`config.mk`:
```
export PLATFORM = sky130hd
export DESIGN_NAME = riscv_seq_ctrl
export DESIGN_NICKNAME = d
export VERILOG_FILES = /design/src/rtl/riscv_seq_ctrl.sv
export SDC_FILE = /design/constraint.sdc
export NUM_CORES = 1
export LEC_CHECK = 0
export CAP_MARGIN = 25
export CORE_MARGIN = 4
export CORE_UTILIZATION = 50
export DETAILED_ROUTE_END_ITERATION = 8
export HOLD_SLACK_MARGIN = 0.03
export PLACE_DENSITY = 0.86
export SYNTH_ARGS = -nofsm -noshare
export SYNTH_HDL_FRONTEND = slang
export SYNTH_SLANG_ARGS = --single-unit
export TNS_END_PERCENT = 30
```
`constraint.sdc`:
```
create_clock -name clk -period 3.3 [get_ports clk]
set_input_delay 0.66 -clock clk [delete_from_list [all_inputs] [get_ports clk]]
set_output_delay 0.66 -clock clk [all_outputs]
set_load 0.05 [all_outputs]
```
`src/rtl/riscv_seq_ctrl.sv`:
```
// ============================================================================
// riscv_seq_ctrl
// ----------------------------------------------------------------------------
// Multi-cycle sequencer for a small RV32I core. Walks every instruction
// through FETCH -> DECODE -> EXEC -> (MEM) -> (WB) and produces the memory
// handshakes, PC load strobe, register write strobe and datapath selects
// for the opcode subset 0x13, 0x03, 0x33, 0x6F, 0x23, 0x37 and 0x63.
// Illegal opcodes and memory requests that wait too long for their ack
// drop the sequencer into a sticky TRAP state that only rst leaves.
//
// Parameters
//   MEM_TIMEOUT   cycles a request may wait for its ack before trapping
//                 (0 disables the timeout)
//   CNT_W         width of retire_cnt
//
// Ports
//   clk           rising-edge clock
//   rst           synchronous active-high reset
//   imem_req      instruction fetch request (high in FETCH)
//   imem_ack      fetch complete, instr valid this cycle
//   instr         fetched instruction word
//   dmem_req      data memory request (high in MEM)
//   dmem_we       1 = store, 0 = load; qualified by dmem_req
//   dmem_ack      data access complete
//   branch_taken  ALU compare result used by bne
//   ir            latched instruction register
//   pc_we         PC load strobe
//   pc_sel        00 pc+4, 01 branch target, 10 jal target
//   reg_we        register file write strobe
//   wb_sel        00 ALU, 01 load data, 10 pc+4, 11 U-immediate
//   alu_src       0 = rs2, 1 = immediate
//   imm_sel       000 I, 001 S, 010 B, 011 U, 100 J
//   retire        one-cycle pulse per completed instruction
//   retire_cnt    retired instruction count, wraps to 0
//   fault         sticky trap flag
//   fault_code    01 illegal opcode, 10 imem timeout, 11 dmem timeout
//   state         current FSM state, for debug visibility
// ============================================================================
module riscv_seq_ctrl #(
    parameter int MEM_TIMEOUT = 15,
    parameter int CNT_W       = 32
) (
    input  logic             clk,
    input  logic             rst,
    output logic             imem_req,
    input  logic             imem_ack,
    input  logic [31:0]      instr,
    output logic             dmem_req,
    output logic             dmem_we,
    input  logic             dmem_ack,
    input  logic             branch_taken,
    output logic [31:0]      ir,
    output logic             pc_we,
    output logic [1:0]       pc_sel,
    output logic             reg_we,
    output logic [1:0]       wb_sel,
    output logic             alu_src,
    output logic [2:0]       imm_sel,
    output logic             retire,
    output logic [CNT_W-1:0] retire_cnt,
    output logic             fault,
    output logic [1:0]       fault_code,
    output logic [2:0]       state
);

    typedef enum logic [2:0] {
        ST_FETCH  = 3'd0,
        ST_DECODE = 3'd1,
        ST_EXEC   = 3'd2,
        ST_MEM    = 3'd3,
        ST_WB     = 3'd4,
        ST_TRAP   = 3'd5
    } state_t;

    localparam logic [6:0] OP_ALUI   = 7'h13;
    localparam logic [6:0] OP_LOAD   = 7'h03;
    localparam logic [6:0] OP_ALU    = 7'h33;
    localparam logic [6:0] OP_JAL    = 7'h6F;
    localparam logic [6:0] OP_STORE  = 7'h23;
    localparam logic [6:0] OP_LUI    = 7'h37;
    localparam logic [6:0] OP_BRANCH = 7'h63;

    localparam logic [1:0] FC_ILLEGAL = 2'b01;
    localparam logic [1:0] FC_IMEM_TO = 2'b10;
    localparam logic [1:0] FC_DMEM_TO = 2'b11;

    // Wide enough to hold MEM_TIMEOUT itself; at least one bit so the
    // counter still exists when the timeout is disabled.
    localparam int TO_W = (MEM_TIMEOUT < 1) ? 1 : $clog2(MEM_TIMEOUT + 1);
    localparam logic [TO_W-1:0] TO_LIMIT = TO_W'(MEM_TIMEOUT);
    localparam bit TO_EN = (MEM_TIMEOUT != 0);

    // ------------------------------------------------------------------
    // State registers
    // ------------------------------------------------------------------
    state_t            state_q,      state_d;
    logic [31:0]       ir_q,         ir_d;
    logic [CNT_W-1:0]  retire_cnt_q, retire_cnt_d;
    logic              fault_q,      fault_d;
    logic [1:0]        fault_code_q, fault_code_d;
    logic [TO_W-1:0]   to_cnt_q,     to_cnt_d;

    // ------------------------------------------------------------------
    // Opcode classification of the latched instruction
    // ------------------------------------------------------------------
    logic [6:0] opcode;
    logic       is_alui;
    logic       is_load;
    logic       is_alu;
    logic       is_jal;
    logic       is_store;
    logic       is_lui;
    logic       is_branch;
    logic       is_legal;

    always_comb begin
        opcode    = ir_q[6:0];
        is_alui   = (opcode == OP_ALUI);
        is_load   = (opcode == OP_LOAD);
        is_alu    = (opcode == OP_ALU);
        is_jal    = (opcode == OP_JAL);
        is_store  = (opcode == OP_STORE);
        is_lui    = (opcode == OP_LUI);
        is_branch = (opcode == OP_BRANCH);
        is_legal  = is_alui | is_load | is_alu | is_jal
                  | is_store | is_lui | is_branch;
    end

    // ------------------------------------------------------------------
    // Handshake timeout
    // The counter holds the number of cycles already spent waiting. The
    // trap fires on the cycle whose increment would reach the limit, but
    // only when no ack is present, so an ack on that cycle wins.
    // ------------------------------------------------------------------
    logic [TO_W-1:0] to_inc;
    logic            imem_wait;
    logic            dmem_wait;
    logic            to_hit;

    always_comb begin
        to_inc    = to_cnt_q + 1'b1;
        imem_wait = (state_q == ST_FETCH) && !imem_ack;
        dmem_wait = (state_q == ST_MEM)   && !dmem_ack;
        to_hit    = TO_EN && (imem_wait || dmem_wait) && (to_inc == TO_LIMIT);
    end

    // ------------------------------------------------------------------
    // Strobes and selects
    // Strobes depend on the current state (and on dmem_ack for the store
    // completion), so they line up with the cycle the action happens in.
    // rst forces everything quiet while it is asserted.
    // ------------------------------------------------------------------
    logic sel_valid;

    always_comb begin
        imem_req  = 1'b0;
        dmem_req  = 1'b0;
        dmem_we   = 1'b0;
        pc_we     = 1'b0;
        reg_we    = 1'b0;
        pc_sel    = 2'b00;
        wb_sel    = 2'b00;
        alu_src   = 1'b0;
        imm_sel   = 3'b000;
        sel_valid = !rst && ((state_q == ST_EXEC) || (state_q == ST_MEM)
                             || (state_q == ST_WB));

        if (sel_valid) begin
            alu_src = is_alui | is_load | is_store | is_lui;

            if (is_store)       imm_sel = 3'b001;
            else if (is_branch) imm_sel = 3'b010;
            else if (is_lui)    imm_sel = 3'b011;
            else if (is_jal)    imm_sel = 3'b100;
            else                imm_sel = 3'b000;

            if (is_jal)       wb_sel = 2'b10;
            else if (is_load) wb_sel = 2'b01;
            else if (is_lui)  wb_sel = 2'b11;
            else              wb_sel = 2'b00;

            if (is_jal)                         pc_sel = 2'b10;
            else if (is_branch && branch_taken) pc_sel = 2'b01;
            else                                pc_sel = 2'b00;
        end

        if (!rst) begin
            case (state_q)
                ST_FETCH: begin
                    imem_req = 1'b1;
                end
                ST_EXEC: begin
                    pc_we  = is_branch | is_jal;
                    reg_we = is_jal;
                end
                ST_MEM: begin
                    dmem_req = 1'b1;
                    dmem_we  = is_store;
                    // Stores complete in MEM; loads still need WB.
                    pc_we    = is_store && dmem_ack;
                end
                ST_WB: begin
                    reg_we = 1'b1;
                    pc_we  = 1'b1;
                end
                default: begin
                end
            endcase
        end

        // Every instruction updates the PC exactly once, on its final cycle.
        retire = pc_we;
    end

    // ------------------------------------------------------------------
    // Next-state logic
    // ------------------------------------------------------------------
    always_comb begin
        state_d      = state_q;
        ir_d         = ir_q;
        fault_d      = fault_q;
        fault_code_d = fault_code_q;
        to_cnt_d     = '0;
        retire_cnt_d = retire ? (retire_cnt_q + 1'b1) : retire_cnt_q;

        case (state_q)
            ST_FETCH: begin
                if (imem_ack) begin
                    ir_d    = instr;
                    state_d = ST_DECODE;
                end else if (to_hit) begin
                    state_d      = ST_TRAP;
                    fault_d      = 1'b1;
                    fault_code_d = FC_IMEM_TO;
                end else begin
                    to_cnt_d = to_inc;
                end
            end
            ST_DECODE: begin
                if (is_legal) begin
                    state_d = ST_EXEC;
                end else begin
                    state_d      = ST_TRAP;
                    fault_d      = 1'b1;
                    fault_code_d = FC_ILLEGAL;
                end
            end
            ST_EXEC: begin
                if (is_branch || is_jal)      state_d = ST_FETCH;
                else if (is_load || is_store) state_d = ST_MEM;
                else                          state_d = ST_WB;
            end
            ST_MEM: begin
                if (dmem_ack) begin
                    state_d = is_store ? ST_FETCH : ST_WB;
                end else if (to_hit) begin
                    state_d      = ST_TRAP;
                    fault_d      = 1'b1;
                    fault_code_d = FC_DMEM_TO;
                end else begin
                    to_cnt_d = to_inc;
                end
            end
            ST_WB: begin
                state_d = ST_FETCH;
            end
            ST_TRAP: begin
                state_d = ST_TRAP;
            end
            default: begin
                state_d = ST_FETCH;
            end
        endcase
    end

    // ------------------------------------------------------------------
    // Registers
    // ------------------------------------------------------------------
    always_ff @(posedge clk) begin
        if (rst) begin
            state_q      <= ST_FETCH;
            ir_q         <= '0;
            retire_cnt_q <= '0;
            fault_q      <= 1'b0;
            fault_code_q <= 2'b00;
            to_cnt_q     <= '0;
        end else begin
            state_q      <= state_d;
            ir_q         <= ir_d;
            retire_cnt_q <= retire_cnt_d;
            fault_q      <= fault_d;
            fault_code_q <= fault_code_d;
            to_cnt_q     <= to_cnt_d;
        end
    end

    assign ir         = ir_q;
    assign retire_cnt = retire_cnt_q;
    assign fault      = fault_q;
    assign fault_code = fault_code_q;
    assign state      = state_q;

endmodule

```
* After elaboration in Yosys (flattened, before gate mapping) *
Cells that the tools add are included.

word-level totals
  register bits = 74
  input bits = 37
  bits in read-only memories = 0
  output and inout bits = 84
  logic and storage cells = 100
  memories kept = 0
  bits in latches = 0
  bits in writable memories = 0

operators by class
  shift-type cells = 0
  equal/unequal tests = 18
  $add $sub $neg = 2
  magnitude comparators = 0
  div/mod/pow operators = 0
  bitwise logic cells = 9
  muxes and demuxes = 46
  reductions and logical operators = 19
  multiply operators = 0

operator list
  kind                                            number
  two-way mux 3 bit                               12
  adder 32 x 1 -> 32 bit (second input constant)  1
  two-way mux 2 bit                               11
  == test 7 x 6 -> 1 bit (second input constant)  3
  case mux 3 bit (5 select lines)                 1
  == test 7 bit (second input constant)           2
  two-way mux 1 bit                               14
  two-way mux 4 bit                               3
  != test 2 bit (second input constant)           5
  bitwise OR 1 bit                                9
  case mux 4 bit (2 select lines)                 1
  == test 7 x 2 -> 1 bit (second input constant)  1
  == test 7 x 5 -> 1 bit (second input constant)  1
  == test 3 x 2 -> 1 bit (second input constant)  2
  == test 3 bit (second input constant)           2
  logical AND 1 bit                               6
  case mux 1 bit (3 select lines)                 2
  case mux 2 bit (3 select lines)                 1
  AND reduction 6 bit                             1
  logical OR 1 bit                                5
  adder 4 x 1 -> 4 bit (second input constant)    1
  == test 4 bit (second input constant)           1
  AND reduction 4 bit                             1
  == test 3 x 1 -> 1 bit (second input constant)  1
  other kinds (5)                                 7

* Depth between registers and ports, before layout *
Gate-level depths: netlist of the first run.

  word-level depth = 9
  depth in mapped cells = 8
  depth with buffers taken out = 6

* Least setup slack after synthesis of the first run *
OpenSTA, ideal clock, no wires.

  path type = reg-to-output
  from = register state_q[2], in the netlist state[2]
  to = output port pc_sel[0]
  arrival = 3166 ps
  path slack = -526 ps
  required time = 2640 ps
  stages on the path, launching flop included = 6
  path through = dfxtp_1 clkbuf_1 nor3b_1 o21ai_1 nor2_1 nor4bb_1

on the way
  longest elaborated chain between the ends = 5
  elaborated cells between the ends (all ways) = 7
  classes of those cells = eq/ne (3); mux (1); reduce/logical (3)

ends and longest elaborated chain
  item                      line  source
  start: declaration        96    state_t state_q, state_d;
  start signal: assignment  288   state_q <= state_d;
  == test 3 x 2 -> 1 bit    165   sel_valid = !rst && ((state_q == ST_EXEC) || (state_q == ST_MEM)
  logical OR 1 bit          165
  logical OR 1 bit (*)      166   || (state_q == ST_WB));
  logical AND 1 bit (*)     165
  two-way mux 2 bit (*)     168   if (sel_valid) begin
  end: declaration          54    output logic [1:0] pc_sel,

Every way passes the cells marked *; elsewhere a longest branch is shown, timed or not.

* Worst setup path in the final report of the first run *
  from = register state_q[0], in the netlist state[0]
  to = output port pc_we

on the way
  longest elaborated chain between the ends = 3
  elaborated cells between the ends (all ways) = 5
  classes of those cells = eq/ne (3); mux (2)

ends and longest elaborated chain
  item                                                     line  source
  == test 3 bit or == test 3 x 2 -> 1 bit (tied branches)  188   case (state_q)
  case mux 1 bit (3 select lines) (*)                      188
  two-way mux 1 bit (*)                                    187   if (!rst) begin
  end: declaration                                         53    output logic pc_we,

Marked as above.

==> run_results.csv, run 1 <==
group,metric,value,unit
outcome,status,"finished, final reports clean",
pwr,power.density,435,nW/um^2
clocking,cts.htree.levels,3,
detailed_routing,post-route-drc-count,0,
timing,layout_setup_ws,0.199,ns
floorplan,ioPinCount,121,
yosys,synthMuxAreaShare,1.75,%
detailed_routing,vias,3809,
worst_hold_path,min_from,"ir[21]",
clocking,clockBufferDepth,2,
cells_and_area,utilization,75.0,%
yosys,synth_edf_count,0,
critical_path,worstPathRequired,2.64,ns
place,dp_hpwl,7.49,mm
critical_path,r2r-start,"state[0]",
floorplan,die_w,93.3,um
clocking,numCtsBuffers,9,
timing,grt_setup_unrepaired,"no",
timing,hold_viol_final,0,
yosys,synth_fa_ha_area_share,1.03,%
timing,fmax,323,MHz
place,dp_cells,659,
timing,fin_skew,0.00818,ns
pwr,power.total,2.27,mW
clocking,insertion_delay,0.34,ns
critical_path,rr_worst_depth,5,
critical_path,worstSetupEndpointType,"output port",
yosys,syn_nets,504,
cells_and_area,final_common_cell,"clkdlybuf4s50_1",
yosys,synth_simple_gate_area_share,28.2,%
clocking,root_buffer,"clkbuf_8",
yosys,async_reset_ff_share,0,%
cells_and_area,fin_nets,614,
clocking,clkTransAtPathRegs,0.08,ns
timing,slew_violations,0,
global_routing,grt_pass1_wl,16.7,mm
yosys,synth_flop_cell,"dfxtp_1",
critical_path,critPathArrivalTime,2.44,ns
floorplan,die_h,93.3,um
timing,min_period,3.10,ns
global_routing,antenna_found_initial,0,
yosys,synth_top_family_by_area,"simple AND/OR/NAND/NOR gates",
floorplan,initial_utilization,52.4,%
timing,period_share,94.0,%
timing,worst_pin_slew,0.753,ns
floorplan,coreArea,6940,um^2
yosys,yosysUniqueCellTypes,59,
detailed_routing,via_per_inst,5.64,
floorplan,die_area,8700,um^2
worst_hold_path,hp-class,"reg -> reg",
timing,setup_viol,0,
detailed_routing,routedWlPerCell,14.9,um
detailed_routing,drt_iter0_drc,251,
detailed_routing,first_pass_iters,5,
yosys,ys_seq_elements,74,
yosys,yosys_warnings,0,
yosys,yosys.area_share.xor_xnor,3.13,%
global_routing,globalRoute.totalOverflow,0,
yosys,syn_area_per_cell,7.84,um^2
flow_run,drv_cap,0,
cells_and_area,area_growth,43.3,%
cells_and_area,finalNonFillerCells,675,
detailed_routing,postRouteAntennaNets,0,
place,gp_congestion,0.869,
global_routing,grt_usage,23.3,%
timing,tns,0,ns
critical_path,setup.worst_path.start,"state[0]",
clocking,clock-sinks,74,
cells_and_area,drive_gt1_share,8.12,%
clocking,cts_tree,"yes",
timing,relSlewSlack,49.5,%
cells_and_area,antenna_cells,0,
clocking,cts_setup_buffers,0,
global_routing,grt_max_degree,46,
pwr,ir_drop,271,uV
critical_path,path_class,"reg -> out",
pwr,power_leakage,1.81,nW
yosys,syn_area,3640,um^2
global_routing,grt_pass1_vias,3599,
yosys,yosysSeqAreaShare,40.7,%
detailed_routing,wl,10.0,mm
floorplan,rows,30,
critical_path,crit_fanout,14,
critical_path,critPathLaunchType,"register",
worst_hold_path,holdPathStages,2,
place,io_buffers,120,
yosys,syn_inst,464,
yosys,synth_compound_area_share,20.5,%
cells_and_area,mostFrequentLayoutCells,"clkdlybuf4s50_1 (107), nand2_1 (84), dfxtp_1 (73)",
place,dp_slack,0.378,ns
-- final timing paths --
path                            slack (ns)        endpoint
worst max-delay path                  0.20           pc_we
worst min-delay path                  0.46          ir[21]
worst max register to register        0.54  retire_cnt[28]
worst min register to register        0.46          ir[21]
-- repair_timing --
item,in CTS,in global routing
endpoints found under the setup margin,0,4
hold buffers,0,0
gates resized for setup,0,1
endpoints found under the hold margin,0,0
-- sequential cells by signal, indices dropped and copies added, names as in the netlist --
register and count:
fault_code 2, to_cnt_q 4, retire_cnt 32, fault 1
state 3, ir 32
-- area by class of cell --
type / instances / area [um^2]
Clock buffer: 10 / 128
Clock inverter: 6 / 90.1
Fill cell: 540 / 1730
Inverter: 13 / 48.8
Multi-Input combinational cell: 346 / 2000
Sequential cell: 74 / 1480
Tap cell: 96 / 120
Timing Repair Buffer: 130 / 1350
-- cell families (layout without fill, tap and decap cells) --
kind of cell             Yosys count  in the layout
AO/OA/AOI/OAI                    119            119
multiplexers                       6              6
AND/OR/NAND/NOR                  205            205
buffers and inverters             44            159
XOR/XNOR                          13             13
flip-flops                        74             74
adder cells (fa/ha/maj)            3              3
-- power breakdown --
group	internal, mW	switching (mW)
Combinational	0.185	0.316
Sequential	0.937	0.0481
Clock	0.429	0.352
Total	1.55	0.716
-- Yosys cell counts, types with 3 or more instances --
cell type,number,area share (%)
a21oi_1,60,8.3
inv_1,13,1.3
a2111oi_0,4,0.96
nand2b_1,4,0.69
o31ai_1,6,1.2
and4_1,5,1.2
a2111oi_1,3,0.83
and2_1,5,0.86
nand4_1,5,0.86
nand3b_1,3,0.62
nor3_1,12,1.7
nor2_1,26,2.7
xor2_1,3,0.72
ha_1,3,1.0
mux2i_1,3,0.83
or3_1,11,1.9
clkbuf_1,27,2.8
nand2_1,84,8.7
mux2_2,3,0.93
o21ai_0,16,2.2
and3_1,7,1.2
or4_1,7,1.4
xnor2_1,10,2.4
nand3_1,15,2.1
nor2b_1,8,1.4
dfxtp_1,74,41
o21a_1,3,0.62
a211oi_1,5,1.0
-- worst max-delay path, cell delays in order, from the launching register on --
cell and delay, ns:
dfxtp_1 0.46, or3b_1 0.49, o41a_1 0.61, a21oi_1 0.21, buf_4 0.18, buf_12 0.14
-- metrics by stage --
step | cell area, um^2 | hold WS (ns)
finish | 5210 | 0.455
global route | 5210 | 0.475
CTS | 5210 | 0.459
detailed placement | 4990 | 0.449
global placement | 4980 | 0.442
floorplan | 3640 | 0.437
-- layer usage --
layer,GRT usage [%],wire length (um)
met1,29.5,4160
met3,6.19,835
met2,38.5,4840
met4,7.81,199
met5,0,0
Power figures use the tool's default switching activity.
==> inputs of run 2 (changes only) <==
- ABC_CLOCK_PERIOD_IN_PS: unset -> 3300
- CTS_CLUSTER_SIZE: unset -> 24
==> results of run 2 <==
Same layout as run 1: the final DEF is identical, and so are final timing and power.
